## src/rtl/lector_instruccion_pkg.sv

```systemverilog
// lector_pkg: shared types and constants for the instruction fetch reader.
// Revision: 1.0
`default_nettype none

package lector_pkg;

  typedef enum logic [0:0] {
    LEER    = 1'b0,
    ENTREGA = 1'b1
  } estado_t;

  localparam int INC_PC      = 4;
  localparam int BYTES_INSTR = 4;
  localparam int ANCHO_BYTE  = 8;
  localparam int ANCHO_CNT   = $clog2(BYTES_INSTR);

  // Big-endian lanes: the byte read from pc lands in lane 0 (bits 31:24).
  localparam int LANE0_LSB = 24;
  localparam int LANE1_LSB = 16;
  localparam int LANE2_LSB = 8;
  localparam int LANE3_LSB = 0;

  function automatic logic ultimo_byte(input logic [ANCHO_CNT-1:0] cnt);
    return cnt == ANCHO_CNT'(BYTES_INSTR - 1);
  endfunction

endpackage

`default_nettype wire

```

## src/rtl/lector_instruccion_if.sv

```systemverilog
// lector_instruccion_if: memory-side and decoder-side bus of the fetch reader.
// Revision: 1.0
`default_nettype none

interface lector_instruccion_if #(
  parameter int ANCHO_DIR = 32
) ();

  logic                 mem_rd;
  logic [ANCHO_DIR-1:0] mem_dir;
  logic                 mem_ack;
  logic [7:0]           mem_dato;
  logic                 instr_valid;
  logic                 instr_ready;
  logic [31:0]          instr;
  logic [ANCHO_DIR-1:0] pc_instr;
  logic                 salto_en;
  logic [ANCHO_DIR-1:0] salto_dir;
  logic                 error_alin;

  modport master (
    output mem_rd, mem_dir, instr_valid, instr, pc_instr, error_alin,
    input  mem_ack, mem_dato, instr_ready, salto_en, salto_dir
  );

  modport slave (
    input  mem_rd, mem_dir, instr_valid, instr, pc_instr, error_alin,
    output mem_ack, mem_dato, instr_ready, salto_en, salto_dir
  );

endinterface

`default_nettype wire

```

## src/rtl/lector_instruccion_ensamblador.sv

```systemverilog
// ensamblador_bytes: 4-byte shift register building the big-endian instruction word.
// Revision: 1.0
`default_nettype none

module ensamblador_bytes
  import lector_pkg::*;
(
  input  wire logic        clk,
  input  wire logic        rst_n,
  input  wire logic        i_captura,
  input  wire logic        i_limpiar,
  input  wire logic [7:0]  i_byte,
  output logic      [31:0] o_palabra
);

  logic [31:0] r_palabra;

  // After four shifts the first captured byte sits in lane 0.
  always_ff @(posedge clk or negedge rst_n) begin
    if (!rst_n) begin
      r_palabra <= '0;
    end else if (i_limpiar) begin
      r_palabra <= '0;
    end else if (i_captura) begin
      r_palabra[LANE0_LSB +: ANCHO_BYTE] <= r_palabra[LANE1_LSB +: ANCHO_BYTE];
      r_palabra[LANE1_LSB +: ANCHO_BYTE] <= r_palabra[LANE2_LSB +: ANCHO_BYTE];
      r_palabra[LANE2_LSB +: ANCHO_BYTE] <= r_palabra[LANE3_LSB +: ANCHO_BYTE];
      r_palabra[LANE3_LSB +: ANCHO_BYTE] <= i_byte;
    end
  end

  assign o_palabra = r_palabra;

endmodule

`default_nettype wire

```

## src/rtl/lector_instruccion.sv

```systemverilog
// lector_instruccion: byte-wise instruction fetch with valid/ready delivery and branch redirect.
// Optional macro LECTOR_ALIN_CHK_EN: flag misaligned branch targets and force them word-aligned.
`default_nettype none

module lector_instruccion
  import lector_pkg::*;
#(
  parameter int                   ANCHO_DIR  = 32,
  parameter logic [ANCHO_DIR-1:0] PC_INICIAL = '0
) (
  input wire logic              clk,
  input wire logic              rst_n,
  lector_instruccion_if.master  bus
);

  estado_t                r_estado;
  estado_t                w_estado_sig;
  logic [ANCHO_DIR-1:0]   r_pc;
  logic [ANCHO_DIR-1:0]   w_pc_sig;
  logic [ANCHO_CNT-1:0]   r_cnt;
  logic [ANCHO_CNT-1:0]   w_cnt_sig;
  logic                   w_limpiar;
  logic                   w_mem_rd;
  logic                   w_captura;
  logic [ANCHO_DIR-1:0]   w_destino;
  logic [31:0]            w_palabra;

  // Gating with rst_n keeps the request low while reset is held even though the state is LEER.
  assign w_mem_rd  = (r_estado == LEER) && rst_n;
  assign w_captura = w_mem_rd && bus.mem_ack;

`ifdef LECTOR_ALIN_CHK_EN
  logic r_error_alin;

  always_ff @(posedge clk or negedge rst_n) begin
    if (!rst_n) begin
      r_error_alin <= 1'b0;
    end else if (bus.salto_en && (bus.salto_dir[1:0] != 2'b00)) begin
      r_error_alin <= 1'b1;
    end
  end

  assign w_destino      = {bus.salto_dir[ANCHO_DIR-1:2], 2'b00};
  assign bus.error_alin = r_error_alin;
`else
  assign w_destino      = bus.salto_dir;
  assign bus.error_alin = 1'b0;
`endif

  always_ff @(posedge clk or negedge rst_n) begin
    if (!rst_n) begin
      r_estado <= LEER;
      r_pc     <= PC_INICIAL;
      r_cnt    <= '0;
    end else begin
      r_estado <= w_estado_sig;
      r_pc     <= w_pc_sig;
      r_cnt    <= w_cnt_sig;
    end
  end

  // A branch wins over everything; a word handed over in the same cycle is still consumed.
  always_comb begin
    w_estado_sig = r_estado;
    w_pc_sig     = r_pc;
    w_cnt_sig    = r_cnt;
    w_limpiar    = 1'b0;
    if (bus.salto_en) begin
      w_estado_sig = LEER;
      w_pc_sig     = w_destino;
      w_cnt_sig    = '0;
      w_limpiar    = 1'b1;
    end else begin
      case (r_estado)
        LEER: begin
          if (w_captura) begin
            if (ultimo_byte(r_cnt)) begin
              w_cnt_sig    = '0;
              w_estado_sig = ENTREGA;
            end else begin
              w_cnt_sig = r_cnt + 1'b1;
            end
          end
        end
        ENTREGA: begin
          if (bus.instr_ready) begin
            w_pc_sig     = r_pc + ANCHO_DIR'(INC_PC);
            w_estado_sig = LEER;
          end
        end
        default: w_estado_sig = LEER;
      endcase
    end
  end

  ensamblador_bytes u_ensamblador (
    .clk       (clk),
    .rst_n     (rst_n),
    .i_captura (w_captura && !bus.salto_en),
    .i_limpiar (w_limpiar),
    .i_byte    (bus.mem_dato),
    .o_palabra (w_palabra)
  );

  assign bus.mem_rd      = w_mem_rd;
  assign bus.mem_dir     = w_mem_rd ? (r_pc + ANCHO_DIR'(r_cnt)) : '0;
  assign bus.instr_valid = (r_estado == ENTREGA);
  assign bus.instr       = (r_estado == ENTREGA) ? w_palabra : '0;
  assign bus.pc_instr    = (r_estado == ENTREGA) ? r_pc : '0;

endmodule

`default_nettype wire
```

## src/flat_wrapper.sv

```systemverilog
// flat-port wrapper written by rule: the top's interface ports become plain ports
module lector_instruccion_flat import lector_pkg::*;
#(
  parameter int                   ANCHO_DIR  = 32,
  parameter logic [ANCHO_DIR-1:0] PC_INICIAL = '0
)
  (clk, rst_n, bus_mem_rd, bus_mem_dir, bus_instr_valid, bus_instr, bus_pc_instr, bus_error_alin, bus_mem_ack, bus_mem_dato, bus_instr_ready, bus_salto_en, bus_salto_dir);
  lector_instruccion_if #(.ANCHO_DIR(ANCHO_DIR)) bus_i ();
  input wire logic clk;
  input wire logic rst_n;
  output wire logic [$bits(bus_i.mem_rd)-1:0] bus_mem_rd;
  output wire logic [$bits(bus_i.mem_dir)-1:0] bus_mem_dir;
  output wire logic [$bits(bus_i.instr_valid)-1:0] bus_instr_valid;
  output wire logic [$bits(bus_i.instr)-1:0] bus_instr;
  output wire logic [$bits(bus_i.pc_instr)-1:0] bus_pc_instr;
  output wire logic [$bits(bus_i.error_alin)-1:0] bus_error_alin;
  input wire logic [$bits(bus_i.mem_ack)-1:0] bus_mem_ack;
  input wire logic [$bits(bus_i.mem_dato)-1:0] bus_mem_dato;
  input wire logic [$bits(bus_i.instr_ready)-1:0] bus_instr_ready;
  input wire logic [$bits(bus_i.salto_en)-1:0] bus_salto_en;
  input wire logic [$bits(bus_i.salto_dir)-1:0] bus_salto_dir;
  assign bus_mem_rd = bus_i.mem_rd;
  assign bus_mem_dir = bus_i.mem_dir;
  assign bus_instr_valid = bus_i.instr_valid;
  assign bus_instr = bus_i.instr;
  assign bus_pc_instr = bus_i.pc_instr;
  assign bus_error_alin = bus_i.error_alin;
  assign bus_i.mem_ack = bus_mem_ack;
  assign bus_i.mem_dato = bus_mem_dato;
  assign bus_i.instr_ready = bus_instr_ready;
  assign bus_i.salto_en = bus_salto_en;
  assign bus_i.salto_dir = bus_salto_dir;
  lector_instruccion #(.ANCHO_DIR(ANCHO_DIR), .PC_INICIAL(PC_INICIAL)) u_core (.clk(clk), .rst_n(rst_n), .bus(bus_i));
endmodule
```

## config.mk

```make
export PLATFORM = sky130hd
export DESIGN_NAME = lector_instruccion_flat
export DESIGN_NICKNAME = d
export VERILOG_FILES = /design/src/rtl/lector_instruccion_pkg.sv /design/src/rtl/lector_instruccion_if.sv /design/src/rtl/lector_instruccion_ensamblador.sv /design/src/rtl/lector_instruccion.sv /design/src/flat_wrapper.sv
export SDC_FILE = /design/constraint.sdc
export NUM_CORES = 1
export LEC_CHECK = 0
export BUFFER_PORTS_ARGS = -buffer_cell sky130_fd_sc_hd__buf_2
export CAP_MARGIN = 30
export CORE_ASPECT_RATIO = 0.9
export CORE_MARGIN = 5
export CORE_UTILIZATION = 30
export CTS_BUF_LIST = sky130_fd_sc_hd__clkbuf_8
export DETAILED_ROUTE_END_ITERATION = 6
export GPL_TIMING_DRIVEN = 0
export PLACE_DENSITY = 0.61
export RECOVER_POWER = 50
export SYNTH_ARGS = -nofsm -noshare
export SYNTH_HDL_FRONTEND = slang
export SYNTH_SLANG_ARGS = --single-unit
```

## constraint.sdc

```tcl
create_clock -name clk -period 4.26 [get_ports clk]
set_input_delay 0.852 -clock clk [delete_from_list [all_inputs] [get_ports clk]]
set_output_delay 0.852 -clock clk [all_outputs]
set_load 0.1 [all_outputs]
```

==> results_tabular.tex, run 1 <==
\begin{tabular}{lr}
\hline
Metric & Value \\
\hline
\multicolumn{2}{l}{\textbf{Clock network}} \\
\quad Clock input transition at the sequential cells of the worst setup and hold paths & 80 ps \\
\quad H-tree levels & 3 \\
\quad Maximum buffer depth of the clock tree & 2 \\
\quad Num CTS Buffers & 9 \\
\quad CTS Sinks & 67 \\
\quad TritonCTS clock tree & yes \\
\quad Clk\_lat worst skew & 360 ps \\
\quad Root buffer selected by CTS & clkbuf\_8 \\
\quad Cts hold-fix bufs & 0 \\
\multicolumn{2}{l}{\textbf{Detailed routing}} \\
\quad Routed Wire Length & 14450 um \\
\quad Drt pass-1 iters & 5 \\
\quad ANT nets after route & 0 \\
\quad DRC Markers & 0 \\
\quad Number of design-rule violations left by the first detailed-router iteration & 284 \\
\quad Total via count after detailed routing & 4291 \\
\quad Via count normalized by instance count & 4.726 \\
\quad Routed len/inst & 15.92 um \\
\multicolumn{2}{l}{\textbf{Global routing}} \\
\quad Global-route congestion overflow total & 0 \\
\quad Vias in the first global route & 4297 \\
\quad First-pass GRT wire length & 23160 um \\
\quad Antenna violations before repair & 0 \\
\quad Largest net degree at the start of global routing & 69 \\
\quad Global-route usage over all layers & 16.63\% \\
\multicolumn{2}{l}{\textbf{Timing}} \\
\quad Final hold slack & 519.8 ps \\
\quad Actual slew at the worst max-slew pin & 1221 ps \\
\quad Relative slew slack & 18.93\% \\
\quad Unrepaired setup endpoints after global routing & false \\
\quad Final hold viol count & 0 \\
\quad Maximum clock frequency & 0.2540 GHz \\
\quad Setup violations, final & 0 \\
\quad Setup TNS & 0 ps \\
\quad Number of pins exceeding their max-slew limit in the final report & 0 \\
\quad Clock period minus worst slack & 3937 ps \\
\quad Maximum clock skew at final layout & 11.64 ps \\
\quad Final period utilization & 92.42\% \\
\quad Min setup slack post-route & 322.9 ps \\
\multicolumn{2}{l}{\textbf{Floorplanning}} \\
\quad \# rows & 42 \\
\quad Top-level I/O count & 144 \\
\quad Full die area & 17320 um\^{}2 \\
\quad Placeable Area & 14610 um\^{}2 \\
\quad Die Span X & 138.2 um \\
\quad Initial Util & 30.35\% \\
\quad Height of the die & 125.3 um \\
\multicolumn{2}{l}{\textbf{Finish}} \\
\quad Layout Area Growth over Synthesis & 25.99\% \\
\quad Diodes inserted & 0 \\
\quad Number of fill cells in the layout & 1613 \\
\quad Final layout net count & 755 \\
\quad Sequential cell area & 1677 um\^{}2 \\
\quad Post-route standard cell area excluding fillers & 5587 um\^{}2 \\
\quad Area of the multi-input gates & 2511 um\^{}2 \\
\quad Layout cells sized above 1 & 24.65\% \\
\multicolumn{2}{l}{\textbf{Worst setup path}} \\
\quad Capture point of the critical path & bus\_mem\_dir[29] \\
\quad Critical register-to-register path startpoint & u\_core.r\_pc[2] \\
\quad Data arrival time of the critical path & 3090 ps \\
\quad CP Capture Type & output pin \\
\quad Required time of the critical path & 3410 ps \\
\quad Start point of the critical path & u\_core.r\_cnt[1] \\
\quad RR Endpoint & u\_core.r\_pc[12] \\
\quad Largest fanout of any net on the critical path & 9 \\
\quad Cells on worst reg2reg path & 6 \\
\quad Kind of critical path & reg -> out \\
\quad Reg-to-reg slack, setup & 1980 ps \\
\quad Nature of the critical path startpoint & flip-flop \\
\multicolumn{2}{l}{\textbf{Min path}} \\
\quad Kind of path behind the tightest hold check & reg -> reg \\
\multicolumn{2}{l}{\textbf{Synthesis}} \\
\quad Total standard cell area after synthesis & 4434 um\^{}2 \\
\quad Sequential cell area fraction in the yosys report & 37.81\% \\
\quad Number of distinct library cells after synthesis & 40 \\
\quad Synthesized Nets & 603 \\
\quad Cell count after synthesis & 553 \\
\quad EDFF count, synth & 0 \\
\quad Most used flip-flop cell after synthesis & dfrtp\_1 \\
\quad Synthesis warning total & 0 \\
\quad Async S/R FF share, synth & 100.0\% \\
\quad Average size of a mapped cell & 8.019 um\^{}2 \\
\quad Number of storage elements in the synthesis netlist & 67 \\
\multicolumn{2}{l}{\textbf{Run}} \\
\quad Maximum Capacitance Violations & 0 \\
\multicolumn{2}{l}{\textbf{Placed design}} \\
\quad Number of input and output port buffers inserted & 141 \\
\quad Global placement routability congestion & 0.9048 \\
\quad Instance area after placement & 5401 um\^{}2 \\
\quad Pre-CTS setup slack & 539.5 ps \\
\quad Total half-perimeter wirelength after legalization and detailed placement & 11160 um \\
\multicolumn{2}{l}{\textbf{Outcome}} \\
\quad Run status & complete, no violations \\
\multicolumn{2}{l}{\textbf{Pwr}} \\
\quad Total power density per cell area & 304.6 nW/um\^{}2 \\
\quad P\_leak & 0.002498 uW \\
\quad IR drop worst, VDD & 0.1106 mV \\
\hline
\end{tabular}
==> flip-flops by register name (all words and copies together) (netlist names) <==
name,cells
u_core.r_pc,32
u_core.r_cnt,2
u_core.bus.instr_valid,1
u_core.u_ensamblador.o_palabra,32
==> cell families after synthesis <==
logic type                 share of synthesized area [%]
AOI/OAI and AO/OA                                  8.465
xor gates and xnor gates                           10.67
adders and majority gates                          1.580
buffers and inverters                              5.756
DFF                                                37.81
muxes                                              1.241
other                                            0.08457
and+or+nand+nor                                    34.40
==> layout make-up <==
class | count | area share, %
inverter | 3 | 0.2016
timing repair buffer | 141 | 12.36
sequential | 67 | 30.01
tap | 198 | 4.434
buffer | 44 | 4.367
multi-input combinational | 439 | 44.95
clock inverter | 7 | 1.456
clock buffer | 9 | 2.217
==> report_power, final <==
part | internal [uW] | switching, uW
Clock | 280 | 292
Sequential | 668 | 33.2
Combinational | 106 | 323
==> synthesized netlist by cell type, types with 4 or more instances <==
master    instances  area share [%]
nand2_1         119              10
and2_1           67             9.5
dfrtp_1          67              38
nor2_1           43             3.6
a21oi_1          39             4.4
xor2_1           35             6.9
clkbuf_1         29             2.5
o21ai_0          29             3.3
nand3_1          19             2.1
nand4_1          19             2.7
xnor2_1          19             3.8
nor3_1            9             1.0
buf_4             8             1.4
nor4_1            5            0.71
or3_1             5            0.71
buf_2             4            0.45
ha_1              4             1.1
mux2_2            4             1.0
==> worst min-delay path by stage <==
stage,startpoint,end,slack [ps],cells after the start
2_1_floorplan,u_core.u_ensamblador.o_palabra[24],u_core.u_ensamblador.o_palabra[24],500,2
3_3_place_gp,u_core.u_ensamblador.o_palabra[28],u_core.u_ensamblador.o_palabra[28],510,2
3_5_place_dp,u_core.u_ensamblador.o_palabra[28],u_core.u_ensamblador.o_palabra[28],510,2
4_1_cts,u_core.u_ensamblador.o_palabra[31],u_core.u_ensamblador.o_palabra[31],520,2
5_1_grt,u_core.u_ensamblador.o_palabra[27],u_core.u_ensamblador.o_palabra[27],550,2
6_report,u_core.u_ensamblador.o_palabra[31],u_core.u_ensamblador.o_palabra[31],520,2
==> routing by layer <==
metal / share of wire (%) / vias up / GRT usage, % / wire length, um
li1: - / 2128 / - / -
met1: 48 / 2039 / 23.37 / 6955
met2: 46 / 110 / 26.15 / 6643
met3: 4.5 / 14 / 2.749 / 649
met4: 1.4 / 0 / 5.520 / 204
met5: 0 / - / 0 / 0
==> what timing repair did <==
action	CTS	global route
gates resized for setup	0	1
endpoints found under the setup margin	0	1
buffers inserted	0	0
==> critical path, stage by stage (launching register included) <==
cell and delay [ps]:
dfrtp_1 450, ha_1 310, a21oi_1 120, nor4_2 860, nand4_1 230, xor2_1 200
nor2_1 100, buf_2 440
==> through the flow <==
step,total power [uW],std cells,util (%)
after floorplan,1034,553,-
after global placement,1142,892,36.96
after detailed placement,1145,892,36.97
after CTS,1719,908,38.38
after global routing,1774,908,38.24
final,1702,908,38.24
==> placed cells by master, fill, tap and decap left out, drive strengths merged, types with 2 or more instances in the layout <==
| cell | n |
|---|---|
| inv | 7 |
| buf | 141 |
| nand2 | 120 |
| mux2 | 4 |
| xor2 | 35 |
| xnor2 | 19 |
| ha | 4 |
| and3 | 2 |
| nor3 | 10 |
| o21ai | 31 |
| nor2 | 44 |
| clkbuf | 52 |
| a21oi | 39 |
| nor4 | 9 |
| and2 | 68 |
| dfrtp | 67 |
| or3 | 5 |
| nand2b | 2 |
| nand3 | 19 |
| nand4 | 21 |
(Power assumes the default switching activity.)
==> inputs of run 2 (changes only) <==
--- a/config.mk
+++ b/config.mk
@@ -5,15 +5,15 @@
 export SDC_FILE = /design/constraint.sdc
 export NUM_CORES = 1
 export LEC_CHECK = 0
-export BUFFER_PORTS_ARGS = -buffer_cell sky130_fd_sc_hd__buf_2
 export CAP_MARGIN = 30
 export CORE_ASPECT_RATIO = 0.9
 export CORE_MARGIN = 5
 export CORE_UTILIZATION = 30
 export CTS_BUF_LIST = sky130_fd_sc_hd__clkbuf_8
 export DETAILED_ROUTE_END_ITERATION = 6
+export DONT_BUFFER_PORTS = 1
 export GPL_TIMING_DRIVEN = 0
-export PLACE_DENSITY = 0.61
+export PLACE_DENSITY = 0.53
 export RECOVER_POWER = 50
 export SYNTH_ARGS = -nofsm -noshare
 export SYNTH_HDL_FRONTEND = slang
==> constraint.sdc (replaced) <==
create_clock -name clk -period 4.6 [get_ports clk]
set_input_delay 0.92 -clock clk [delete_from_list [all_inputs] [get_ports clk]]
set_output_delay 0.92 -clock clk [all_outputs]
set_load 0.1 [all_outputs]
==> run 2 against run 1 <==
  * First-iteration DRC count rose by 1.1%
  * Clock skew about the same
  * Flip-flop and latch count did not move
  * Design area increased by 1.3%
  * Total power fell by 4.4%
  * Cell count is 12% lower
  * Sequential power shrank 7.3%
  * Routed wire length rose by 3.0%
  * Worst hold slack lost 280 ps
  * Clock power fell by 8.9%
  * Highest routed layer unchanged
==> results_tabular.tex, run 2 (synthesis gave the netlist of run 1 again) <==
\begin{tabular}{lr}
\hline
Metric & Value \\
\hline
\multicolumn{2}{l}{\textbf{Outcome}} \\
\quad Run status & complete, no violations \\
\multicolumn{2}{l}{\textbf{Worst setup path}} \\
\quad Required time of the critical path & 3680 ps \\
\quad CP Capture Type & output pin \\
\quad Data arrival time of the critical path & 3380 ps \\
\quad Kind of critical path & reg -> out \\
\quad Nature of the critical path startpoint & flip-flop \\
\quad Largest fanout of any net on the critical path & 7 \\
\multicolumn{2}{l}{\textbf{Pwr}} \\
\quad Switching power share of the total & 36.92\% \\
\quad Share of total power in combinational logic & 28.0\% \\
\quad IR drop worst, VDD & 0.1365 mV \\
\quad Final Power & 1627 uW \\
\quad Internal power & 1026 uW \\
\quad Clock network fraction of total power & 32.0\% \\
\quad Part of the power in registers & 39.9\% \\
\quad Switching power total & 600.5 uW \\
\quad Total power density per cell area & 287.4 nW/um\^{}2 \\
\quad P\_leak & 0.002157 uW \\
\multicolumn{2}{l}{\textbf{Placed design}} \\
\quad Global placement routability congestion & 0.9013 \\
\quad Number of cells after detailed placement & 783 \\
\quad Number of input and output port buffers inserted & 0 \\
\quad Instance area after placement & 5522 um\^{}2 \\
\quad Total half-perimeter wirelength after legalization and detailed placement & 11490 um \\
\multicolumn{2}{l}{\textbf{Finish}} \\
\quad Post-route standard cell area excluding fillers & 5659 um\^{}2 \\
\quad Most used cells in the layout excluding fill and tap cells & 119 x nand2\_1, 67 x dfrtp\_1, 66 x and2\_1, 36 x a21oi\_1, 35 x xor2\_1 \\
\quad Count of non-filler cells in the finished layout & 799 \\
\quad Final layout net count & 646 \\
\quad Diodes inserted & 0 \\
\quad Layout Area Growth over Synthesis & 27.62\% \\
\quad Leading cell type in the layout, fill and taps excluded & nand2\_1 \\
\quad Layout cells sized above 1 & 17.30\% \\
\multicolumn{2}{l}{\textbf{Clock network}} \\
\quad H-tree levels & 3 \\
\quad CTS Sinks & 67 \\
\quad Num CTS Buffers & 9 \\
\quad Number of buffers inserted to repair setup after CTS & 0 \\
\quad TritonCTS clock tree & yes \\
\quad Clock input transition at the sequential cells of the worst setup and hold paths & 90 ps \\
\quad Maximum buffer depth of the clock tree & 2 \\
\quad Root buffer selected by CTS & clkbuf\_8 \\
\quad Clk\_lat worst skew & 370 ps \\
\quad Gates resized, CTS repair & 0 \\
\quad Cts hold-fix bufs & 0 \\
\multicolumn{2}{l}{\textbf{Run}} \\
\quad Maximum Capacitance Violations & 0 \\
\multicolumn{2}{l}{\textbf{Timing}} \\
\quad Unrepaired setup endpoints after global routing & false \\
\quad Number of pins exceeding their max-slew limit in the final report & 0 \\
\quad Maximum clock frequency & 0.2326 GHz \\
\quad Setup violations, final & 0 \\
\quad Maximum clock skew at final layout & 11.75 ps \\
\quad Final hold slack & 238.0 ps \\
\quad Final period utilization & 93.45\% \\
\quad Actual slew at the worst max-slew pin & 1309 ps \\
\quad Final hold viol count & 0 \\
\quad Clock period minus worst slack & 4299 ps \\
\quad Relative slew slack & 11.93\% \\
\multicolumn{2}{l}{\textbf{Detailed routing}} \\
\quad Number of design-rule violations left by the first detailed-router iteration & 287 \\
\quad DRC Markers & 0 \\
\quad Total via count after detailed routing & 3975 \\
\quad ANT nets after route & 0 \\
\quad Via count normalized by instance count & 4.975 \\
\quad Routed Wire Length & 14890 um \\
\quad Drt pass-1 iters & 5 \\
\quad Routed len/inst & 18.63 um \\
\multicolumn{2}{l}{\textbf{Floorplanning}} \\
\quad Initial Util & 30.35\% \\
\quad Top-level I/O count & 144 \\
\quad Full die area & 17320 um\^{}2 \\
\quad Height of the die & 125.3 um \\
\quad \# rows & 42 \\
\quad Die Span X & 138.2 um \\
\quad Placeable Area & 14610 um\^{}2 \\
\multicolumn{2}{l}{\textbf{Global routing}} \\
\quad Vias in the first global route & 4088 \\
\quad Global-route congestion overflow total & 0 \\
\quad Largest net degree at the start of global routing & 69 \\
\quad Global-route usage over all layers & 17.08\% \\
\quad First-pass GRT wire length & 23490 um \\
\quad Antenna violations before repair & 0 \\
\multicolumn{2}{l}{\textbf{Min path}} \\
\quad Kind of path behind the tightest hold check & in -> async \\
\hline
\end{tabular}
## run 2: cell types whose count changed in the layout (fill, tap and decap cells not counted), moves of 2 or more
cell / change
clkinv_4: +2
nor4_4: -2
a21oi_1: -3
buf_8: +10
nor2_1: -25
nor2_2: +25
nor4_1: +3
buf_2: -126
buf_16: +20
inv_6: -3
a21oi_2: +3
clkbuf_1: -12
## run 2: through the flow
stage	util, %	setup slack [ps]	TNS [ps]
after floorplan	-	79.25	0
after CTS	39.17	332.6	0
after detailed placement	37.80	767.9	0
after global routing	38.74	59.01	0
final	38.74	301.3	0
after global placement	32.09	-457.2	-457.2
## run 2: final cells by class
cell class | instances | area (um^2)
Buffer | 44 | 240.2
Fill cell | 1513 | 8950
Tap cell | 198 | 247.7
Timing Repair Buffer | 32 | 711.9
Multi-Input combinational cell | 439 | 2570
Sequential cell | 67 | 1677
Inverter | 3 | 11.26
Clock buffer | 9 | 123.9
Clock inverter | 7 | 77.57
## run 2: path summary, 6_finish.rpt
path,endpoint,from,slack (ps),cells past startpoint
min,u_core.u_ensamblador.o_palabra[12],rst_n,240,0
min reg2reg,u_core.u_ensamblador.o_palabra[29],u_core.u_ensamblador.o_palabra[29],520,2
min in group clk,u_core.u_ensamblador.o_palabra[29],u_core.u_ensamblador.o_palabra[29],520,2
max reg2reg,u_core.r_pc[29],u_core.bus.instr_valid,1450,6
max,bus_mem_dir[31],u_core.r_pc[7],300,7
max in group asynchronous,u_core.r_pc[15],rst_n,4230,0
## run 2: power groups by stage
stage	logic [uW]	registers, uW	clock network, uW
floorplan	305	652	0
global placement	347	660	0
detailed placement	460	661	0
CTS	461	649	539
global route	479	655	568
finish	456	650	521
## run 2: layer usage
metal	wire length, um	GRT usage, %	up-vias	part of all wire [%]
met5	0	0	-	0
met4	235	6.101	0	1.6
met3	740	3.818	19	5.0
met2	6875	26.18	121	46
met1	7034	23.76	1927	47
li1	-	-	1908	-
## run 2: worst max-delay path, stage by stage, from the launching register on
cell,delay [ps]
dfrtp_1,330
clkbuf_1,360
nand4_4,170
nor4_1,990
nand4b_2,250
or3_1,430
a21oi_2,270
buf_16,210
==> inputs of run 3 (changes only) <==
--- a/config.mk
+++ b/config.mk
@@ -10,6 +10,7 @@
 export CORE_MARGIN = 5
 export CORE_UTILIZATION = 30
 export CTS_BUF_LIST = sky130_fd_sc_hd__clkbuf_8
+export CTS_CLUSTER_SIZE = 16
 export DETAILED_ROUTE_END_ITERATION = 6
 export DONT_BUFFER_PORTS = 1
 export GPL_TIMING_DRIVEN = 0
==> constraint.sdc (replaced) <==
create_clock -name clk -period 4.3 [get_ports clk]
set_input_delay 0.86 -clock clk [delete_from_list [all_inputs] [get_ports clk]]
set_output_delay 0.86 -clock clk [all_outputs]
set_load 0.1 [all_outputs]
==> run 3 against run 2 <==
  * Clock skew shrank 2.7 ps
  * Critical endpoint is now bus_mem_dir[22]
  * Count of clock-buffer cells in the layout unchanged
  * Utilization fell by 0.24 points
  * Sequential share of layout area rose by 0.18 points
  * Non-clock buffer count unchanged
  * Cell count unchanged
  * Critical path depth is the same
  * Register-to-register slack got worse by 300 ps
  * Combinational power grew 6.1%
  * Routed wire length shrank 1.1%
==> results_tabular.tex, run 3 (synthesis gave the netlist of run 1 again) <==
\begin{tabular}{lr}
\hline
Metric & Value \\
\hline
\multicolumn{2}{l}{\textbf{Detailed routing}} \\
\quad Routed Wire Length & 14720 um \\
\quad Drt pass-1 iters & 4 \\
\quad Via count normalized by instance count & 5.028 \\
\quad DRC Markers & 0 \\
\quad Number of design-rule violations left by the first detailed-router iteration & 268 \\
\quad Total via count after detailed routing & 4017 \\
\quad Routed len/inst & 18.43 um \\
\quad ANT nets after route & 0 \\
\multicolumn{2}{l}{\textbf{Finish}} \\
\quad Utilization of the core after routing & 38.50\% \\
\quad Most used cells in the layout excluding fill and tap cells & 119 x nand2\_1, 67 x dfrtp\_1, 65 x and2\_1, 36 x a21oi\_1, 35 x xor2\_1 \\
\quad Leading cell type in the layout, fill and taps excluded & nand2\_1 \\
\quad Layout cells sized above 1 & 17.80\% \\
\quad Final layout net count & 646 \\
\quad Sequential cell area & 1677 um\^{}2 \\
\quad Diodes inserted & 0 \\
\quad Layout Area Growth over Synthesis & 26.83\% \\
\quad Area of the multi-input gates & 2600 um\^{}2 \\
\quad Number of fill cells in the layout & 1532 \\
\multicolumn{2}{l}{\textbf{Worst setup path}} \\
\quad Kind of critical path & reg -> out \\
\quad Largest fanout of any net on the critical path & 6 \\
\quad Data arrival time of the critical path & 3040 ps \\
\quad Required time of the critical path & 3440 ps \\
\quad CP Capture Type & output pin \\
\quad Nature of the critical path startpoint & flip-flop \\
\multicolumn{2}{l}{\textbf{Clock network}} \\
\quad H-tree levels & 3 \\
\quad Maximum buffer depth of the clock tree & 2 \\
\quad TritonCTS clock tree & yes \\
\quad Num CTS Buffers & 9 \\
\quad Clk\_lat worst skew & 360 ps \\
\quad CTS Sinks & 67 \\
\quad Clock input transition at the sequential cells of the worst setup and hold paths & 90 ps \\
\quad Root buffer selected by CTS & clkbuf\_8 \\
\multicolumn{2}{l}{\textbf{Timing}} \\
\quad Relative slew slack & 12.58\% \\
\quad Maximum clock skew at final layout & 9.067 ps \\
\quad Final period utilization & 90.66\% \\
\quad Min setup slack post-route & 401.6 ps \\
\quad Unrepaired setup endpoints after global routing & false \\
\quad Number of pins exceeding their max-slew limit in the final report & 0 \\
\quad Actual slew at the worst max-slew pin & 1311 ps \\
\quad Setup violations, final & 0 \\
\quad Clock period minus worst slack & 3898 ps \\
\quad Final hold viol count & 0 \\
\quad Final hold slack & 198.6 ps \\
\quad Maximum clock frequency & 0.2565 GHz \\
\multicolumn{2}{l}{\textbf{Global routing}} \\
\quad Largest net degree at the start of global routing & 69 \\
\quad GR Layer Usage met2 & 25.06\% \\
\quad Met1 Track Usage GR & 23.70\% \\
\quad First-pass GRT wire length & 23030 um \\
\quad Most used routing layer & met2 \\
\quad Vias in the first global route & 4048 \\
\quad Global-route usage over all layers & 16.65\% \\
\quad Met3 track demand over resource & 3.322\% \\
\quad Antenna violations before repair & 0 \\
\quad Global-route congestion overflow total & 0 \\
\multicolumn{2}{l}{\textbf{Floorplanning}} \\
\quad Initial Util & 30.35\% \\
\quad Die Span X & 138.2 um \\
\quad Height of the die & 125.3 um \\
\quad \# rows & 42 \\
\quad Placeable Area & 14610 um\^{}2 \\
\quad Full die area & 17320 um\^{}2 \\
\quad Top-level I/O count & 144 \\
\multicolumn{2}{l}{\textbf{Placed design}} \\
\quad Global placement routability congestion & 0.9366 \\
\quad Total half-perimeter wirelength after legalization and detailed placement & 11360 um \\
\quad Number of input and output port buffers inserted & 0 \\
\quad Pre-CTS setup slack & 546.3 ps \\
\multicolumn{2}{l}{\textbf{Outcome}} \\
\quad Run status & complete, no violations \\
\multicolumn{2}{l}{\textbf{Pwr}} \\
\quad Total power density per cell area & 299.4 nW/um\^{}2 \\
\quad IR drop worst, VDD & 0.1075 mV \\
\quad P\_leak & 0.002143 uW \\
\multicolumn{2}{l}{\textbf{Min path}} \\
\quad Kind of path behind the tightest hold check & in -> async \\
\multicolumn{2}{l}{\textbf{Run}} \\
\quad Maximum Capacitance Violations & 0 \\
\hline
\end{tabular}
==> run 3: cell types whose count changed in the layout (fill, tap and decap cells not counted), sizes merged <==
cell      change
clkbuf        -1
clkinvlp      +1
clkinv        -2
buf           +1
bufinv        -1
inv           +2
==> run 3: final timing paths <==
path	from	end	slack (ps)	cells past startpoint
worst max-delay path	u_core.r_pc[0]	bus_mem_dir[22]	400	7
worst min-delay path	rst_n	u_core.u_ensamblador.o_palabra[11]	200	0
max in group asynchronous	rst_n	u_core.r_pc[29]	3980	0
worst min register to register	u_core.u_ensamblador.o_palabra[31]	u_core.u_ensamblador.o_palabra[31]	520	2
worst max register to register	u_core.bus.instr_valid	u_core.r_pc[29]	1150	6
min in group clk	u_core.u_ensamblador.o_palabra[31]	u_core.u_ensamblador.o_palabra[31]	520	2
==> run 3: repair_timing <==
item	4_1_cts	5_1_grt
hold buffers	0	0
setup endpoints to repair	0	1
buffers inserted	0	0
gates resized for setup	0	1
==> run 3: layout make-up <==
class                   instances  area share [%]
repair buffers                 32           11.77
clock inverters                 7           1.046
inverters                       3          0.2002
flip-flops and latches         67           29.81
plain buffers                  44           4.338
clock buffers                   9           2.202
well taps                     198           4.405
multi-input cells             439           46.23
==> run 3: power by group <==
| group | switching, uW | total (uW) | leakage, uW | internal (uW) |
|---|---|---|---|---|
| logic | 326 | 484 | 0.00118 | 158 |
| clock network | 287 | 504 | 0.0000868 | 217 |
| registers | 34.0 | 696 | 0.000872 | 662 |
| total | 647 | 1680 | 0.00214 | 1040 |
==> run 3: metrics by stage <==
step | TNS [ps] | cells | total power, uW | cell area, um^2
floorplan | 0 | 553 | 1025 | 4446
finish | 0 | 799 | 1684 | 5624
global placement | -629.3 | 751 | 1079 | 4693
CTS | 0 | 798 | 1698 | 5647
global route | 0 | 799 | 1749 | 5624
detailed placement | 0 | 782 | 1193 | 5464
==> run 3: critical path, stage by stage, from the launching register on <==
cell      delay [ps]
dfrtp_1          430
ha_1             220
fa_1             300
nand4_1          320
nor4_2           520
a41oi_1          260
a311oi_4         400
buf_16           220
==> run 3: per-layer routing <==
metal,share of wire (%),routed length (um)
met4,2.1,311
met5,0,0
met2,46,6717
met3,5.4,789
met1,47,6905
